==> src/rtl/clock_display_serializer.sv <==
// Converts binary h/m/s to BCD and streams MAX7219-style SPI frames (init, then 6 digits per refresh).
// Optional build macro CLOCK_DISPLAY_BLANK_LEADING_ZERO_EN sends a zero hours-tens digit as blank (4'hF).
module clock_display_serializer #(
  parameter int unsigned SYS_CLK_HZ = 50_000_000,
  parameter int unsigned SCLK_HZ    = 1_000_000,
  parameter logic [3:0]  INTENSITY  = 4'h8
) (
  input  logic       i_clk,
  input  logic       i_reset_n,
  input  logic       i_stb,
  input  logic [5:0] i_seconds,
  input  logic [5:0] i_minutes,
  input  logic [4:0] i_hours,
  output logic       o_sclk,
  output logic       o_mosi,
  output logic       o_cs_n,
  output logic       o_busy,
  output logic       o_done
);
  localparam int unsigned HALF        = SYS_CLK_HZ / (2 * SCLK_HZ);
  localparam int unsigned DIV_W       = (HALF > 1) ? $clog2(HALF) : 1;
  localparam int unsigned HALVES      = 34;
  localparam int unsigned INIT_FRAMES = 4;
  localparam int unsigned DISP_FRAMES = 6;

  if (HALF == 0) begin : g_bad_half
    $error("clock_display_serializer: SYS_CLK_HZ/(2*SCLK_HZ) must be >= 1");
  end

  typedef enum logic [1:0] {INIT, IDLE, LOAD, SEND} state_e;

  state_e           state_q;
  logic [2:0]       frame_q;
  logic [5:0]       half_q, half_d;
  logic [DIV_W-1:0] div_q, div_d;
  logic             act_q, pending_q;
  logic [5:0]       sec_q, min_q;
  logic [4:0]       hr_q;
  logic             sclk_q, sclk_d, mosi_q, mosi_d, cs_n_q, cs_n_d, busy_q, done_q;

  logic [5:0]  sec_v, min_v, nh;
  logic [4:0]  hr_v;
  logic [3:0]  sec_one, sec_ten, min_one, min_ten, hr_one, hr_ten, hr_ten_raw, bit_idx;
  logic [23:0] digs;
  logic [2:0]  start_idx;
  logic [15:0] cur_word, start_word;
  logic        half_end, frame_end, last_frame, start_frame;

  // Init words for the config phase, address/digit words for the display phase.
  function automatic logic [15:0] frame_word(input logic is_init, input logic [2:0] idx,
                                             input logic [23:0] dg);
    logic [3:0] d;
    case (idx)
      3'd0:    d = dg[3:0];
      3'd1:    d = dg[7:4];
      3'd2:    d = dg[11:8];
      3'd3:    d = dg[15:12];
      3'd4:    d = dg[19:16];
      default: d = dg[23:20];
    endcase
    if (is_init) begin
      case (idx)
        3'd0:    frame_word = 16'h0C01;
        3'd1:    frame_word = 16'h09FF;
        3'd2:    frame_word = 16'h0B05;
        default: frame_word = {8'h0A, 4'h0, INTENSITY};
      endcase
    end else begin
      frame_word = {4'h0, 4'(idx) + 4'd1, 4'h0, d};
    end
  endfunction

  // LOAD converts the live inputs so the first display frame can start on the next edge.
  assign sec_v = (state_q == LOAD) ? i_seconds : sec_q;
  assign min_v = (state_q == LOAD) ? i_minutes : min_q;
  assign hr_v  = (state_q == LOAD) ? i_hours   : hr_q;

  always_comb begin
    sec_one    = 4'(sec_v % 6'd10);
    sec_ten    = 4'(sec_v / 6'd10);
    min_one    = 4'(min_v % 6'd10);
    min_ten    = 4'(min_v / 6'd10);
    hr_one     = 4'(hr_v % 5'd10);
    hr_ten_raw = 4'(hr_v / 5'd10);
`ifdef CLOCK_DISPLAY_BLANK_LEADING_ZERO_EN
    hr_ten     = (hr_ten_raw == 4'h0) ? 4'hF : hr_ten_raw;
`else
    hr_ten     = hr_ten_raw;
`endif
    digs       = {hr_ten, hr_one, min_ten, min_one, sec_ten, sec_one};
  end

  // Frame position tracking and next-value computation for the serial outputs.
  always_comb begin
    half_end    = act_q && (div_q == DIV_W'(HALF - 1));
    frame_end   = half_end && (half_q == 6'(HALVES - 1));
    last_frame  = (state_q == INIT) ? (frame_q == 3'(INIT_FRAMES - 1))
                                    : (frame_q == 3'(DISP_FRAMES - 1));
    start_idx   = act_q ? frame_q + 3'd1 : 3'd0;
    cur_word    = frame_word(state_q == INIT, frame_q, digs);
    start_word  = frame_word(state_q == INIT, start_idx, digs);
    nh          = half_q + 6'd1;
    bit_idx     = 4'd15 - nh[4:1];
    start_frame = 1'b0;
    case (state_q)
      INIT:    start_frame = !act_q || (frame_end && !last_frame);
      LOAD:    start_frame = 1'b1;
      SEND:    start_frame = frame_end && !last_frame;
      default: start_frame = 1'b0;
    endcase

    sclk_d = sclk_q;
    mosi_d = mosi_q;
    cs_n_d = cs_n_q;
    div_d  = div_q;
    half_d = half_q;
    if (start_frame) begin
      div_d  = '0;
      half_d = '0;
      sclk_d = 1'b0;
      cs_n_d = 1'b0;
      mosi_d = start_word[15];
    end else if (frame_end) begin
      sclk_d = 1'b0;
      cs_n_d = 1'b1;
      mosi_d = 1'b0;
    end else if (half_end) begin
      div_d  = '0;
      half_d = nh;
      if (nh < 6'(HALVES - 2)) begin
        sclk_d = nh[0];
        mosi_d = cur_word[bit_idx];
        cs_n_d = 1'b0;
      end else begin
        sclk_d = 1'b0;
        mosi_d = 1'b0;
        cs_n_d = (nh == 6'(HALVES - 1));
      end
    end else if (act_q) begin
      div_d = div_q + DIV_W'(1);
    end
  end

  // Sequencing FSM with registered outputs.
  always_ff @(posedge i_clk or negedge i_reset_n) begin
    if (!i_reset_n) begin
      state_q   <= INIT;
      frame_q   <= '0;
      half_q    <= '0;
      div_q     <= '0;
      act_q     <= 1'b0;
      pending_q <= 1'b0;
      sec_q     <= '0;
      min_q     <= '0;
      hr_q      <= '0;
      sclk_q    <= 1'b0;
      mosi_q    <= 1'b0;
      cs_n_q    <= 1'b1;
      busy_q    <= 1'b1;
      done_q    <= 1'b0;
    end else begin
      sclk_q <= sclk_d;
      mosi_q <= mosi_d;
      cs_n_q <= cs_n_d;
      div_q  <= div_d;
      half_q <= half_d;
      done_q <= 1'b0;
      case (state_q)
        INIT: begin
          if (i_stb) pending_q <= 1'b1;
          if (start_frame) begin
            frame_q <= start_idx;
            act_q   <= 1'b1;
          end else if (frame_end) begin
            state_q <= LOAD;
            frame_q <= '0;
            act_q   <= 1'b0;
          end
        end
        LOAD: begin
          sec_q     <= i_seconds;
          min_q     <= i_minutes;
          hr_q      <= i_hours;
          pending_q <= i_stb;
          frame_q   <= '0;
          act_q     <= 1'b1;
          state_q   <= SEND;
        end
        SEND: begin
          if (i_stb) pending_q <= 1'b1;
          if (start_frame) begin
            frame_q <= start_idx;
          end else if (frame_end) begin
            frame_q <= '0;
            act_q   <= 1'b0;
            done_q  <= 1'b1;
            busy_q  <= pending_q | i_stb;
            state_q <= (pending_q | i_stb) ? LOAD : IDLE;
          end
        end
        default: begin
          if (i_stb) begin
            state_q <= LOAD;
            busy_q  <= 1'b1;
          end
        end
      endcase
    end
  end

  assign o_sclk = sclk_q;
  assign o_mosi = mosi_q;
  assign o_cs_n = cs_n_q;
  assign o_busy = busy_q;
  assign o_done = done_q;
endmodule

==> config.mk <==
export PLATFORM = sky130hd
export DESIGN_NAME = clock_display_serializer
export DESIGN_NICKNAME = d
export VERILOG_FILES = /design/src/rtl/clock_display_serializer.sv
export SDC_FILE = /design/constraint.sdc
export NUM_CORES = 1
export LEC_CHECK = 0
export CORE_MARGIN = 10
export CORE_UTILIZATION = 25
export CTS_CLUSTER_DIAMETER = 30
export DETAILED_ROUTE_END_ITERATION = 10
export GPL_ROUTABILITY_DRIVEN = 0
export PLACE_DENSITY = 0.5
export SKIP_CTS_REPAIR_TIMING = 1
export SLEW_MARGIN = 25
export SYNTH_ARGS = -nofsm -noshare
export SYNTH_HDL_FRONTEND = slang
export SYNTH_SLANG_ARGS = --single-unit
==> constraint.sdc <==
create_clock -name i_clk -period 6.9 [get_ports i_clk]
set_input_delay 0.69 -clock i_clk [delete_from_list [all_inputs] [get_ports i_clk]]
set_output_delay 0.69 -clock i_clk [all_outputs]
set_load 0.03 [all_outputs]
==> summary.md <==
| Metric | Value |
|---|---|
| Critical path fanouts, max | `37` |
| Hold slack final | `0.3887 ns` |
| Synth Warn # | `0` |
| Drt initial violations | `236` |
| Slew Limit Fails | `0` |
| Clock network fraction of total power | `45.5%` |
| I/O pin cnt | `25` |
| Setup crit end kind | `flop` |
| Cell Rows | `roughly 40` |
| Status | `finished, final reports clean` |
| Clk sinks | `40` |
| Hold WC Path Type | `in -> async` |
| Max_slew headroom | `about two fifths` |
| Final layout net count | `approximately 410` |
| Max Root-Sink Buffers | `2` |
| Post-Synthesis Cells | `358` |
| Post-DP HPWL | `approximately 6.3 mm` |
| Crit-path leading delay family | `compound AO/OA/AOI/OAI gates` |
| P_sw | `around 140 uW` |
| Register Area | `1003 um^2` |
| Pre-CTS WS | `between 2 and 2.5 ns` |
| # port buffers | `24` |
| H-tree Lvls | `2` |
| Final Non-Filler Cells | `between 500 and 600` |
| Initial Util | `25.87%` |
| WP data arrival | `5.08 ns` |
| Critical path origin | `state_q[0]` |
| Grt ovf | `0` |
| Post-synth EDFFs | `0` |
| Post-route minimum period | `4.862 ns` |
| Pre-Repair DR Iteration Count | `5` |
| Initial antenna violation count | `0` |
| Primary FF master, synth | `dfrtp_1` |
| Vias per Instance | `approximately 5.2` |
| Req. time, crit path | `between 7 and 8 ns` |
| Register bit total from synthesis | `40` |
| Setup TNS | `0 ns` |
| Synth cell types | `65` |
| Vias in the first global route | `~2,900` |
| Worst Setup Path Type | `reg -> reg` |
| Num CTS Buffers | `5` |
| Crit path max-delay cell type | `ha_2` |
| Pint | `between 400 and 500 uW` |
| Worst-Margin Slew | `0.8874 ns` |
| Area growth syn-to-layout | `16.51%` |
| Max-cap viol count | `0` |
| Die W | `135.0 um` |
| Reg-to-Reg Start | `state_q[0]` |
| Tcrit/Tclk final | `approximately 70%` |
| Dpl cells | `between 500 and 600` |
| Setup Skew | `slightly below 0.007 ns` |
| Filler cells | `approximately 1,300` |
| Worst-Skew Late Latency | `0.29 ns` |
| Largest net degree at the start of global routing | `41` |
| Final ANT Viol Nets | `0` |
| All-Layer GR Usage | `a little under a tenth` |
| Cell Pwr Density | `~150 nW/um^2` |
| Clock tree from TritonCTS | `yes` |
| Final WS setup | `between 2 and 2.5 ns` |
| Register-to-register setup slack | `2.04 ns` |
| F_max | `just over 0.2 GHz` |
| Seq pwr share | `between 40% and 50%` |
| Avg WL per Cell | `15.64 um` |
| Total wire length | `between 8 and 9 mm` |
| Async set-reset flop share out of synthesis | `100.0%` |
| Type of origin of the critical path | `flop` |
| First-pass GRT wire length | `approximately 14 mm` |
| CP bufs+invs | `2` |
| Logic pwr share | `between 10% and 20%` |
| Die area | `roughly 18,000 um^2` |
| Clock transition at path regs | `approximately 0.06 ns` |
| Unrepaired setup endpoints after global routing | `false` |
| CTS root buffer | `clkbuf_16` |
| Vias after detailed routing | `roughly 2,800` |
| Fin. Hold Viols | `0` |
| Net Sw Frac | `a little under a quarter` |
| Leak Pwr | `between 0.0015 and 0.002 uW` |
| Count of antenna diodes in the layout | `0` |
| Sequential fraction of the synthesis area | `30.37%` |
| Synthesized cell area | `3304 um^2` |
| Residual DRC | `0` |
| CP Cell Sequence | `inv_1 -> ha_2 -> mux4_1 -> a22o_1 -> nand2_1 -> nor2_1 -> a21oi_1 -> ha_1 -> nand2_1 -> nor3_1 -> o31ai_1 -> a21oi_1 -> o2bb2ai_1 -> inv_1 -> ha_1 -> o21ai_0 -> nand2_1 -> a311o_1 -> a21oi_1` |
| Multi-input logic area | `2097 um^2` |
| CP peak stage delay | `slightly below 0.8 ns` |
| Final setup violation count | `0` |
| Layout cell share with drive strength beyond 1 | `about an eighth` |
| Avg Inst Size Synth | `9.230 um^2` |
| DIE HEIGHT | `between 100 and 150 um` |
| CORE AREA | `~13,000 um^2` |
| Synth Net Count | `399` |
| IR drop worst, VDD | `0.08761 mV` |
## worst reg2reg max path, stage by stage (launching register included)
cell,delay (ns)
dfrtp_1,0.41
inv_1,0.10
ha_2,0.77
mux4_1,0.70
a22o_1,0.26
nand2_1,0.10
nor2_1,0.04
a21oi_1,0.17
ha_1,0.19
nand2_1,0.05
nor3_1,0.48
o31ai_1,0.14
a21oi_1,0.16
o2bb2ai_1,0.23
inv_1,0.08
ha_1,0.27
o21ai_0,0.07
nand2_1,0.08
a311o_1,0.35
a21oi_1,0.15
## power by group through the flow
stage               combinational (uW)  clock (uW)  sequential [uW]
finish                            76.3         266              242
floorplan                         47.4           0              246
CTS                               75.7         273              242
global placement                  74.2           0              246
global route                      84.5         281              243
detailed placement                75.3           0              246
## cells in the mapped netlist, drive strengths merged, types with 3 or more instances
master  number  area share, %
a211oi       6            1.4
a21o         5            1.1
a21oi       28            4.2
a221o        3           0.91
a22oi        6            1.5
a31oi        6            1.1
and3         3           0.57
buf          5            1.2
clkbuf      12            1.4
dfrtp       38             29
ha          21            8.0
inv         31            3.5
mux2        21            7.4
mux2i        4            1.2
mux4        12            8.4
nand2       25            2.8
nand2b       4           0.76
nand3       11            1.7
nand4        7            1.3
nor2        29            3.3
nor2b        4           0.76
nor3         5           0.76
nor4         3           0.57
o211ai       3           0.68
o21ai       18            2.7
o31ai        6            1.4
xnor2        4            1.1
xor2         4            1.1
## registers in the layout, indices dropped and copies added, names as in the netlist
signal and flops:
state_q 2, hr_q 5, div_q 5, half_q 6, o_sclk 1, o_busy 1
min_q 6, pending_q 1, o_mosi 1, o_cs_n 1, sec_q 6, frame_q 3
act_q 1, o_done 1
## final timing paths
check | to | cells after the start
setup / recovery | o_mosi | 19
setup reg to reg | o_mosi | 19
hold / removal | div_q[3] | 1
hold reg to reg | min_q[4] | 1
min in group i_clk | min_q[4] | 1
max in group asynchronous | min_q[3] | 1
## layer usage
| metal | share of wire (%) | up-vias | global-route usage, % |
|---|---|---|---|
| met4 | 1.4 | 0 | 3.349 |
| met1 | 49 | 1394 | 12.67 |
| li1 | - | 1361 | - |
| met2 | 46 | 69 | 15.51 |
| met5 | 0 | - | 0 |
| met3 | 3.6 | 7 | 1.113 |
## logic make-up after synthesis
kind of cell    after synthesis  synth area share [%]
simple gates                102                 15.30
compound gates              101                 20.94
buf+inv                      49                 6.323
flops                        40                 30.37
mux                          37                 17.00
fa+ha+maj                    21                 7.951
xor+xnor                      8                 2.120
## stage by stage
| stage | power, uW | area (um^2) | util [%] |
|---|---|---|---|
| final | 584.8 | 3850 | 30.14 |
| after CTS | 591.1 | 3845 | 30.10 |
| after global placement | 320.5 | 3681 | 28.82 |
| after detailed placement | 321.8 | 3681 | 28.82 |
| after global routing | 608.6 | 3850 | 30.14 |
| after floorplan | 293.1 | 3304 | - |
## layout make-up
cell class | instances | share of cell area, %
timing repair buffer | 25 | 6.370
clock buffer | 6 | 3.347
multi-input combinational | 269 | 54.47
inverter | 32 | 3.250
tap | 172 | 5.590
clock inverter | 2 | 0.9100
sequential | 40 | 26.06
## cells in the final DEF (no fill, tap or decap), drive strengths merged, types with 5 or more instances in the layout
cell / n
clkdlybuf4s50: 23
nand4: 7
a21o: 5
o21ai: 18
a31oi: 6
o31ai: 6
nor2: 29
nand3: 11
inv: 31
a22oi: 6
a21oi: 28
mux2: 21
nor3: 5
ha: 21
a211oi: 6
nand2: 25
dfrtp: 38
clkbuf: 6
mux4: 12
No activity file was read; power rests on OpenSTA's default activity.
==> patch 1 (same settings) <==
The parameter `SCLK_HZ` goes from 1_000_000 to 500_000.
--- a/src/rtl/clock_display_serializer.sv
+++ b/src/rtl/clock_display_serializer.sv
@@ -3,5 +3,5 @@
 module clock_display_serializer #(
   parameter int unsigned SYS_CLK_HZ = 50_000_000,
-  parameter int unsigned SCLK_HZ    = 1_000_000,
+  parameter int unsigned SCLK_HZ    = 500_000,
   parameter logic [3:0]  INTENSITY  = 4'h8
 ) (
Formal check against the unedited RTL: no difference found for any inputs over 10 cycles, from zero or initial values and one cycle with i_reset_n low; that may be too few to reach the edited logic, so the function may still have changed.
==> patch 1 against the unedited design <==
Sequential cell count increased by 1. Synthesized cell count decreased by 2.8%. Worst setup slack better by 0.59 ns. Cell area grew 0.78%. Area after synthesis up 0.34%. Critical path type unchanged. Non-clock buffer count grew 2. Sequential power is 2% higher. Wire length shrank 7.4%. Total power rose by 2.8%.
==> patch 1: results (changes against the unedited design) <==
cts-root-buf: "clkbuf_16"
grt_util_all_layers_pct: 9.05  # -0.47 points
firstDrtPassIters: 4  # -1
yosysWarnings: 0  # unchanged
r2r_slack_ns: 2.63  # +0.59 ns
synthesis.nets: 389  # -2.5%
wl_per_cell_um: 14.6  # -6.9%
leakagePower_nw: 1.52  # -1.5%
fillers: 1417  # +7.5%
cp_slowest_stage_delay_ns: 0.54  # -0.23 ns
grt_pass1_vias: 2674  # -7.0%
peakVddDrop_mv: 0.108  # +23%
finalNetCount: 407  # -1.7%
clk_path_buf_depth: 2  # unchanged
diodes: 0  # unchanged
synth_area_leaders: "dfrtp_1, ha_1, mux2_2"
synthArstFlopShare_pct: 100  # unchanged
seq_area_frac_synth_pct: 31.0  # +0.65 points
antenna_found_initial: 0  # unchanged
synth_common_cells: "dfrtp_1, nor2_1, a21oi_1, ha_1, mux2_2"
synth.distinct_cells: 66  # +1.5%
met3_usage_pct: 1.67  # +0.56 points
grt_pass1_wl_um: 13500  # -6.0%
drtAntennaViolNets: 0  # unchanged
power_switching_mw: 0.138  # -0.12%
path_delay_family: "compound AO/OA/AOI/OAI gates"
crit_fanout: 26  # -30%
max_slew_margin_pct: 54.2  # +13 points
hold_class: "in -> async"
clk_pin_slew_ns: 0.06  # about the same
dp_hpwl_um: 5970  # -5.3%
clkLatencyLatePin_ns: 0.29  # about the same
arrival_ns: 4.44  # -0.64 ns
grt_max_degree: 42  # +2.4%
finClkSkew_ns: 0.00271  # -0.00420 ns
slowest_stage: "mux4_2"
grtUsageMet2_pct: 14.8  # -0.75 points
grtUsageMet1_pct: 11.3  # -1.4 points
status: "completed"
drt_iter0_markers: 130  # -45%
via_count: 2653  # -6.3%
port_buffers: 24  # unchanged
drive_above_1_share_pct: 15.3  # +2.7 points
[patch 1: logic make-up (layout without fill, tap and decap cells)]
group | count (synthesis) | after routing | synth area share (%)
flops | 41 | 41 | 31.0
mux | 39 | 39 | 16.9
xor+xnor | 12 | 12 | 3.17
simple gates | 102 | 102 | 14.9
fa+ha+maj | 21 | 21 | 7.92
compound gates | 98 | 98 | 21.2
buf+inv | 35 | 54 | 4.83
[patch 1: path summary, 6_finish.rpt]
kind,start,endpoint,depth (start not counted)
max,state_q[0],o_mosi,17
min,i_reset_n,half_q[0],1
max reg2reg,state_q[0],o_mosi,17
min reg2reg,o_cs_n,o_cs_n,2
max in group asynchronous,i_reset_n,sec_q[1],1
min in group i_clk,o_cs_n,o_cs_n,2
[patch 1: layer usage]
layer | up-vias | share of wire (%)
li1 | 1324 | -
met1 | 1273 | 46
met2 | 46 | 48
met3 | 10 | 3.5
met4 | 0 | 2.3
met5 | - | 0
[patch 1: through the flow]
stage | hold WS, ns | instances | worst slack, ns | area (sq um)
floorplan | 0.394 | 348 | 3.40 | 3320
finish | 0.369 | 543 | 2.63 | 3880
CTS | 0.506 | 543 | 2.63 | 3880
global route | 0.426 | 543 | 2.32 | 3880
global placement | 0.495 | 535 | 2.78 | 3700
detailed placement | 0.497 | 535 | 2.65 | 3700
[patch 1: final cells by class]
type,instances,area [sq um],share of cell area [%]
Inverter,19,71.3,1.84
Clock buffer,7,143,3.68
Tap cell,176,220,5.68
Timing Repair Buffer,27,260,6.71
Clock inverter,1,30.0,0.774
Multi-Input combinational cell,272,2130,54.8
Sequential cell,41,1030,26.5
[patch 1: power groups by stage]
stage | combinational (mW) | sequential, mW | clock (mW)
2_1_floorplan | 0.0475 | 0.252 | 0
3_3_place_gp | 0.0734 | 0.252 | 0
3_5_place_dp | 0.0748 | 0.252 | 0
4_1_cts | 0.0752 | 0.248 | 0.289
5_1_grt | 0.0835 | 0.248 | 0.296
6_report | 0.0750 | 0.248 | 0.278
==> patch 2 (same flow settings) <==
Without the edit above. Re-encode `state_e` (4 states) as one-hot, 4 bits wide.
--- a/src/rtl/clock_display_serializer.sv
+++ b/src/rtl/clock_display_serializer.sv
@@ -28,5 +28,5 @@
   end
 
-  typedef enum logic [1:0] {INIT, IDLE, LOAD, SEND} state_e;
+  typedef enum logic [3:0] {INIT = 4'b0001, IDLE = 4'b0010, LOAD = 4'b0100, SEND = 4'b1000} state_e;
 
   state_e           state_q;
Check against the original RTL: no difference found for any inputs over 10 cycles, from zero or initial values and one cycle with i_reset_n low; not proved beyond that.
==> patch 2 against the unedited design <==
Count of clock-buffer cells in the layout grew 1. Synthesized cell count grew 3.6%. Area after synthesis shrank 3.0%. Largest cell class unchanged. Cell area shrank 2.2%. Via count shrank 0.95%. Critical endpoint unchanged. Wire length grew 0.41%. Non-clock buffer count grew 3. Worst setup slack gained 0.093 ns. Sequential cell count grew 2.
Power is not compared: it rests on default switching activity, and its combinational part moved more than twofold at a synthesized area within 25%.
==> patch 2: results (changes against the unedited design) <==
synthAdderAreaFrac_pct: 6.64  # -1.3 points
firstDrtPassIters: 4  # -1
synth_area_per_cell_sq_um: 8.64  # -6.4%
synth-xor-area-share_pct: 3.55  # +1.4 points
drive_above_1_share_pct: 10.5  # -2.0 points
synthesis.nets: 408  # +2.3%
r2r_slack_ns: 2.13  # +0.09 ns
drc: 0  # unchanged
finalNetCount: 425  # +2.7%
grtUsageMet2_pct: 15.7  # +0.18 points
seq_area_frac_synth_pct: 32.9  # +2.5 points
hold_ws_ns: 0.384  # -0.00460 ns
via_count: 2804  # -0.95%
dpl_cell_area_sq_um: 3610  # -1.8%
yosysWarnings: 0  # unchanged
pre_cts_slack_ns: 2.19  # +0.126 ns
numCtsBuffers: 5  # unchanged
clkLatencyLatePin_ns: 0.29  # about the same
met3_usage_pct: 2.18  # +1.1 points
tightest_slew_ns: 0.732  # -0.155 ns
synth_compound_area_share_pct: 21.2  # +0.30 points
final_cell_count_no_fill: 561  # +2.7%
antenna_found_initial: 0  # unchanged
port_buffers: 24  # unchanged
wirelength_um: 8570  # +0.41%
status: "completed"
grtUsageMet1_pct: 13.3  # +0.67 points
synth.distinct_cells: 64  # -1.5%
finClkSkew_ns: 0.00444  # -0.00247 ns
synth_common_cells: "nand2_1, dfrtp_1, nor2_1, o21ai_0, inv_1"
met2_length_um: 3970  # +0.71%
fillers: 1350  # +2.4%
drt_iter0_markers: 213  # -9.7%
arrival_ns: 4.93  # -0.15 ns
met3_length_um: 256  # -16%
leakagePower_nw: 1.60
grt_pass1_vias: 2784  # -3.2%
cts-root-buf: "clkbuf_16"
grt_max_degree: 43  # +4.9%
top_regs: "half_q x6, min_q x6, sec_q x6"
slowest_stage: "or4_1"
cp_slowest_stage_delay_ns: 0.55  # -0.22 ns
m1WireLength_um: 4240  # +1.8%
fin_crit_sh_pct: 69.1  # -1.3 points
internal_power_mw: 0.851
diodes: 0  # unchanged
seq_power_mw: 0.365
synth_area_leaders: "dfrtp_1, ha_1, nand2_1"
clk_pin_slew_ns: 0.06  # about the same
dp_hpwl_um: 6460  # +2.4%
crit_fanout: 8  # -78%
place_inst: 553  # +2.8%
clockPowerShare_pct: 16.1
synth_mux_area_share_pct: 9.18  # -7.8 points
path_delay_family: "simple AND/OR/NAND/NOR gates"
grt_util_all_layers_pct: 9.93  # +0.41 points
peakVddDrop_mv: 0.129
grt_pass1_wl_um: 14700  # +1.9%
patch 2: cell families (layout without fill, tap and decap cells):
logic type      count (synthesis)  after routing
fa+ha+maj                      17             17
compound gates                 92             92
simple gates                  140            140
mux                            26             26
xor+xnor                       13             13
buf+inv                        41             59
flops                          42             42
patch 2: worst paths after layout:
kind,from,end,cells after the start
worst max-delay path,frame_q[0],o_mosi,15
worst min-delay path,i_reset_n,sec_q[1],1
worst max register to register,frame_q[0],o_mosi,15
worst min register to register,o_cs_n,o_cs_n,2
max in group asynchronous,i_reset_n,o_cs_n,1
min in group i_clk,o_cs_n,o_cs_n,2
patch 2: final cells by class:
| cell class | count | area, sq um | area share [%] |
|---|---|---|---|
| Clock buffer | 7 | 143 | 3.79 |
| Clock inverter | 1 | 5.00 | 0.133 |
| Inverter | 23 | 86.3 | 2.29 |
| Multi-Input combinational cell | 288 | 1990 | 52.9 |
| Sequential cell | 42 | 1050 | 28.0 |
| Tap cell | 172 | 215 | 5.72 |
| Timing Repair Buffer | 28 | 268 | 7.11 |
